==> src/rtl/game_pkg.sv <==
// rtl/game_pkg.sv - shared types and helpers for the game-flow controller
package game_pkg;

  // Widest lane vector the popcount helper accepts
  localparam int MAX_LANES = 8;

  // Default width of the score and combo counters
  localparam int SCORE_W_DEFAULT = 16;

  // Screen-level game states
  typedef enum logic [2:0] {
    ST_MENU  = 3'd0,
    ST_PLAY  = 3'd1,
    ST_PAUSE = 3'd2,
    ST_WIN   = 3'd3,
    ST_LOSE  = 3'd4
  } game_state_t;

  // Number of set bits in a lane vector; narrower vectors are zero-extended by the caller
  function automatic logic [3:0] popcount(input logic [MAX_LANES-1:0] v);
    logic [3:0] c;
    c = '0;
    for (int i = 0; i < MAX_LANES; i++) begin
      c = c + {3'b000, v[i]};
    end
    return c;
  endfunction

endpackage

==> src/rtl/key_edge.sv <==
// rtl/key_edge.sv - rising-edge detector producing a registered one-cycle pulse per key press
module key_edge (
  input  logic clk,
  input  logic resetn,
  input  logic level,
  output logic rise
);

  logic level_q;

  // Remember the last sampled level and register the rise so a held key yields exactly one pulse
  always_ff @(posedge clk or negedge resetn) begin
    if (!resetn) begin
      level_q <= 1'b0;
      rise    <= 1'b0;
    end else begin
      level_q <= level;
      rise    <= level & ~level_q;
    end
  end

endmodule

==> src/rtl/game_flow_ctrl.sv <==
// rtl/game_flow_ctrl.sv - menu/play/pause/win/lose sequencer with miss, score and combo tracking
module game_flow_ctrl
  import game_pkg::*;
#(
  parameter int MAX_MISS  = 7,
  parameter int MISS_W    = $clog2(MAX_MISS + 1),
  parameter int NUM_LANES = 4,
  parameter int SCORE_W   = SCORE_W_DEFAULT
) (
  input  logic                 clk,
  input  logic                 resetn,
  input  logic                 key_1,
  input  logic                 key_2,
  input  logic [NUM_LANES-1:0] hit,
  input  logic [NUM_LANES-1:0] miss,
  input  logic                 done,
  output logic                 interface_sel,
  output logic                 map,
  output logic                 paused,
  output logic                 win,
  output logic                 lose,
  output logic [MISS_W-1:0]    total_miss,
  output logic [SCORE_W-1:0]   score,
  output logic [SCORE_W-1:0]   combo,
  output logic [SCORE_W-1:0]   max_combo
);

  localparam logic [MISS_W+3:0] MISS_LIMIT_EXT = (MISS_W + 4)'(MAX_MISS);
  localparam logic [MISS_W-1:0] MISS_LIMIT     = MISS_W'(MAX_MISS);

  game_state_t state, next_state;

  logic key_1_rise, key_2_rise;
  logic clear_counts, count_en;

  logic [3:0]         hit_cnt, miss_cnt;
  logic [MISS_W+3:0]  miss_sum;
  logic [MISS_W-1:0]  miss_next;
  logic [SCORE_W:0]   score_sum, combo_sum;
  logic [SCORE_W-1:0] score_next, combo_next, max_next;

  key_edge u_key_1_edge (
    .clk    (clk),
    .resetn (resetn),
    .level  (key_1),
    .rise   (key_1_rise)
  );

  key_edge u_key_2_edge (
    .clk    (clk),
    .resetn (resetn),
    .level  (key_2),
    .rise   (key_2_rise)
  );

  assign hit_cnt  = popcount(MAX_LANES'(hit));
  assign miss_cnt = popcount(MAX_LANES'(miss));

  // Saturating next values of every counter, assuming this cycle counts
  always_comb begin
    miss_sum  = {4'b0000, total_miss} + {{MISS_W{1'b0}}, miss_cnt};
    miss_next = (miss_sum >= MISS_LIMIT_EXT) ? MISS_LIMIT : miss_sum[MISS_W-1:0];

    score_sum  = {1'b0, score} + (SCORE_W + 1)'(hit_cnt);
    score_next = score_sum[SCORE_W] ? {SCORE_W{1'b1}} : score_sum[SCORE_W-1:0];

    // Any miss breaks the run, even when hits land on the same cycle
    combo_sum = {1'b0, combo} + (SCORE_W + 1)'(hit_cnt);
    if (|miss) begin
      combo_next = '0;
    end else if (combo_sum[SCORE_W]) begin
      combo_next = {SCORE_W{1'b1}};
    end else begin
      combo_next = combo_sum[SCORE_W-1:0];
    end

    max_next = (combo_next > max_combo) ? combo_next : max_combo;
  end

  // State register
  always_ff @(posedge clk or negedge resetn) begin
    if (!resetn) begin
      state <= ST_MENU;
    end else begin
      state <= next_state;
    end
  end

  // Next-state selection and counter enables; quitting wins over losing, losing over finishing
  always_comb begin
    next_state   = state;
    clear_counts = 1'b0;
    count_en     = 1'b0;
    case (state)
      ST_MENU: begin
        if (key_1_rise) begin
          next_state   = ST_PLAY;
          clear_counts = 1'b1;
        end
      end
      ST_PLAY: begin
        count_en = 1'b1;
        if (key_2_rise) begin
          next_state = ST_MENU;
        end else if (miss_next == MISS_LIMIT) begin
          next_state = ST_LOSE;
        end else if (done) begin
          next_state = ST_WIN;
        end else if (key_1_rise) begin
          next_state = ST_PAUSE;
        end
      end
      ST_PAUSE: begin
        if (key_2_rise) begin
          next_state = ST_MENU;
        end else if (key_1_rise) begin
          next_state = ST_PLAY;
        end
      end
      ST_WIN, ST_LOSE: begin
        if (key_2_rise) begin
          next_state = ST_MENU;
        end
      end
      default: begin
        next_state = ST_MENU;
      end
    endcase
  end

  // Game counters: cleared when a new game starts, advanced only while playing, frozen otherwise
  always_ff @(posedge clk or negedge resetn) begin
    if (!resetn) begin
      total_miss <= '0;
      score      <= '0;
      combo      <= '0;
      max_combo  <= '0;
    end else if (clear_counts) begin
      total_miss <= '0;
      score      <= '0;
      combo      <= '0;
      max_combo  <= '0;
    end else if (count_en) begin
      total_miss <= miss_next;
      score      <= score_next;
      combo      <= combo_next;
      max_combo  <= max_next;
    end
  end

  // Screen selects decoded straight from the state register
  assign interface_sel = (state == ST_MENU);
  assign map           = (state == ST_PLAY) || (state == ST_PAUSE);
  assign paused        = (state == ST_PAUSE);
  assign win           = (state == ST_WIN);
  assign lose          = (state == ST_LOSE);

endmodule

==> config.mk <==
export PLATFORM = sky130hd
export DESIGN_NAME = game_flow_ctrl
export DESIGN_NICKNAME = d
export VERILOG_FILES = /design/src/rtl/game_pkg.sv /design/src/rtl/key_edge.sv /design/src/rtl/game_flow_ctrl.sv
export SDC_FILE = /design/constraint.sdc
export NUM_CORES = 1
export LEC_CHECK = 0
export CORE_ASPECT_RATIO = 1.5
export CORE_MARGIN = 2
export CORE_UTILIZATION = 45
export DETAILED_ROUTE_END_ITERATION = 10
export GPL_ROUTABILITY_DRIVEN = 0
export PLACE_DENSITY = 0.79
export RECOVER_POWER = 25
export SLEW_MARGIN = 20
export SYNTH_ARGS = -nofsm -noshare
export SYNTH_HDL_FRONTEND = slang
export SYNTH_SLANG_ARGS = --single-unit
==> constraint.sdc <==
create_clock -name clk -period 7.6 [get_ports clk]
set_input_delay 1.52 -clock clk [delete_from_list [all_inputs] [get_ports clk]]
set_output_delay 1.52 -clock clk [all_outputs]
set_load 0.01 [all_outputs]
==> results.yml <==
cts:
  clkLatencyLatePin_ns: 0.32
  cts_max_path_buffers: 2
  cts_buffers: 9
  cts_hold_buf: 0
  clock_sinks: 58
  ctsResizeCount: 0
  post-cts-setup-buffers: 0
  htree_levels: 3
  path_clk_slew_ns: 0.05
  root_buffer: "clkbuf_16"
  cts_tree: "yes"
worst_setup_path:
  cp-start-kind: "input port"
  path_max_fanout: 9
  critPathSlowestCell: "or4_1"
  crit_required_ns: 7.81
  cp.arrival_ns: 6.81
  cp_common_cell: "ha_1"
  end_kind: "flip-flop"
  cpPeakStageDelay_ns: 0.57
  cp_top_family: "adder cells"
  crit_type: "in2reg"
  r2r_setup_slack_ns: 3.21
  cp_num_buf_inv: 3
  crit_chain: "clkdlybuf4s50_1, fa_1, ha_1, ha_1, inv_1, fa_1, and2b_1, o21ai_2, or4_1, o211a_2, ha_1, nand4_1, nor2_1, a221o_1, o31ai_4, buf_4, mux2_2"
synthesis:
  ys.flop_type: "dfrtp_1"
  synth_edf_count: 0
  yosys_warnings: 0
  synth_area_leader_cell: "dfrtp_1"
  syn_nets: 469
  ys_ff_latch: 58
  synthCells: 424
  yosysMostFrequentCell: "dfrtp_1"
  synth_common_cells: "58 x dfrtp_1, 42 x a21oi_1, 35 x inv_1"
  syn_area_sq_um: 3910
  synth-seq-area-share: 0.371
  synth_cell_types: 66
  avgSynthCellArea_sq_um: 9.22
  yosysTopAreaCellShare: 0.371
  async_reset_ff_frac: 1.00
  synth_area_leaders: "dfrtp_1 37%, ha_1 8.3%, a21oi_1 5.4%"
placed_design:
  dp_cells: 587
  dpl.hpwl_mm: 7.12
  dp_slack_ns: 0.749
  post_dp_cell_area_sq_um: 4680
  placement.io_buffers: 68
route:
  wire_per_inst_microns: 16.5
  post_drt_via_cell_ratio: 5.86
  route.vias.total: 3526
  drt_iter0_drc: 273
  drc: 0
  ant_nets: 0
  dr.pass1.iters: 7
  wl_mm: 9.91
floorplanning:
  die_y_microns: 118
  fp.dieW_microns: 80.1
  die-area_sq_um: 9470
  start_util: 0.465
  core_sq_um: 8410
  fp-row-count: 41
  ios: 69
sta:
  slew_headroom: -1.06
  fin_skew_ns: 0.00617
  hold_viol: 0
  clock.fmax_mhz: 151
  drv_slew: 59
  tightest_slew_ns: 3.10
  setup_viol: 0
  whs_ns: 0.391
  finalSetupTns_ns: 0
  period_minus_slack_ns: 6.61
  rsz0062_at_grt: "no"
  post-route-period-util: 0.869
  fin_ws_ns: 0.992
power:
  p_clk_frac: 0.356
  p_leak_nw: 2.15
  max-vdd-ir-drop_mv: 0.169
  seq_power_share: 0.329
  switching_share: 0.331
  p_sw_mw: 0.382
  power.total_mw: 1.15
  power_density_nw_per_um2: 232
  combPwrFrac: 0.315
  p_int_mw: 0.772
global_routing:
  grt_pass1_wl_mm: 16.7
  grt_pass1_vias: 3541
  grt_usage: 0.221
  grt_max_degree: 59
  antenna_found_initial: 0
  grt_remaining_overflow: 0
cells_and_area:
  utilization: 0.592
  fin_nets: 536
  n_antenna_cell: 0
  drive_above_1_share: 0.0788
  fin_cells: 602
  design_area_sq_um: 4980
  synthToLayoutAreaGrowth_pct: 27.4
min_path:
  holdCritPathClass: "reg2reg"
status:
  outcome: "finished, violations left"
  violations: "capacitance limit, slew limit"
flow_run:
  maxCapViolations: 1
-- per-layer routing --
metal	global-route usage	share of wire	vias up
met5	0	0	-
met3	0.0397	0.043	28
met2	0.388	0.53	132
met1	0.260	0.40	1687
li1	-	-	1679
met4	0.0922	0.025	0
-- layout by cell type (no fill, tap or decap), types with 4 or more instances in the layout --
cell and n:
clkdlybuf4s50_1 65, dfrtp_1 58, a21oi_1 42, inv_1 35, nand2_1 33, nor2_1 27
ha_1 26, nand3_1 14, o21ai_0 14, o211ai_1 11, clkbuf_16 9, xnor2_1 8
nor3_1 8, and3_1 7, nand4_1 7, mux2_1 7, o21a_1 6, nor2b_1 6
mux2i_1 6, fa_1 6, a31oi_1 5, mux2_2 5, buf_4 5, a211oi_1 4
a21o_1 4, or4_1 4, nor4_1 4
-- kinds of logic (layout without fill, tap and decap cells) --
group,after synthesis,after routing,share of synthesized area
flip-flops,58,58,0.371
XOR/XNOR,11,11,0.0246
AO/OA/AOI/OAI,116,116,0.198
multiplexers,18,18,0.0499
AND/OR/NAND/NOR,136,136,0.187
buffers and inverters,53,124,0.0550
adder cells (fa/ha/maj),32,32,0.114
-- flip-flops by register name (all words and copies together) (netlist names) --
name,cells
u_key_2_edge.rise,1
total_miss,3
u_key_2_edge.level_q,1
u_key_1_edge.level_q,1
state,3
u_key_1_edge.rise,1
score,16
combo,16
max_combo,16
-- path summary, 6_finish.rpt --
kind / cells after the start / from / to
max in group asynchronous: 2 / resetn / score[13]
max: 17 / hit[0] / max_combo[14]
min: 1 / u_key_1_edge.level_q / u_key_1_edge.rise
min reg2reg: 1 / u_key_1_edge.level_q / u_key_1_edge.rise
min in group asynchronous: 2 / resetn / max_combo[8]
max reg2reg: 14 / combo[0] / max_combo[14]
-- final cells by class --
class	instances	area, sq um
clock inverters	2	35.0
inverters	35	131
multi-input cells	313	2240
repair buffers	74	717
fillers	718	3430
flip-flops and latches	58	1450
clock buffers	13	270
well taps	107	134
-- power groups by stage --
stage / Clock (mW) / Sequential [mW] / Combinational (mW)
2_1_floorplan: 0 / 0.376 / 0.228
3_3_place_gp: 0 / 0.383 / 0.354
3_5_place_dp: 0 / 0.384 / 0.364
4_1_cts: 0.416 / 0.380 / 0.366
5_1_grt: 0.434 / 0.386 / 0.404
6_report: 0.411 / 0.380 / 0.364
No activity file was read; power rests on OpenSTA's default activity.
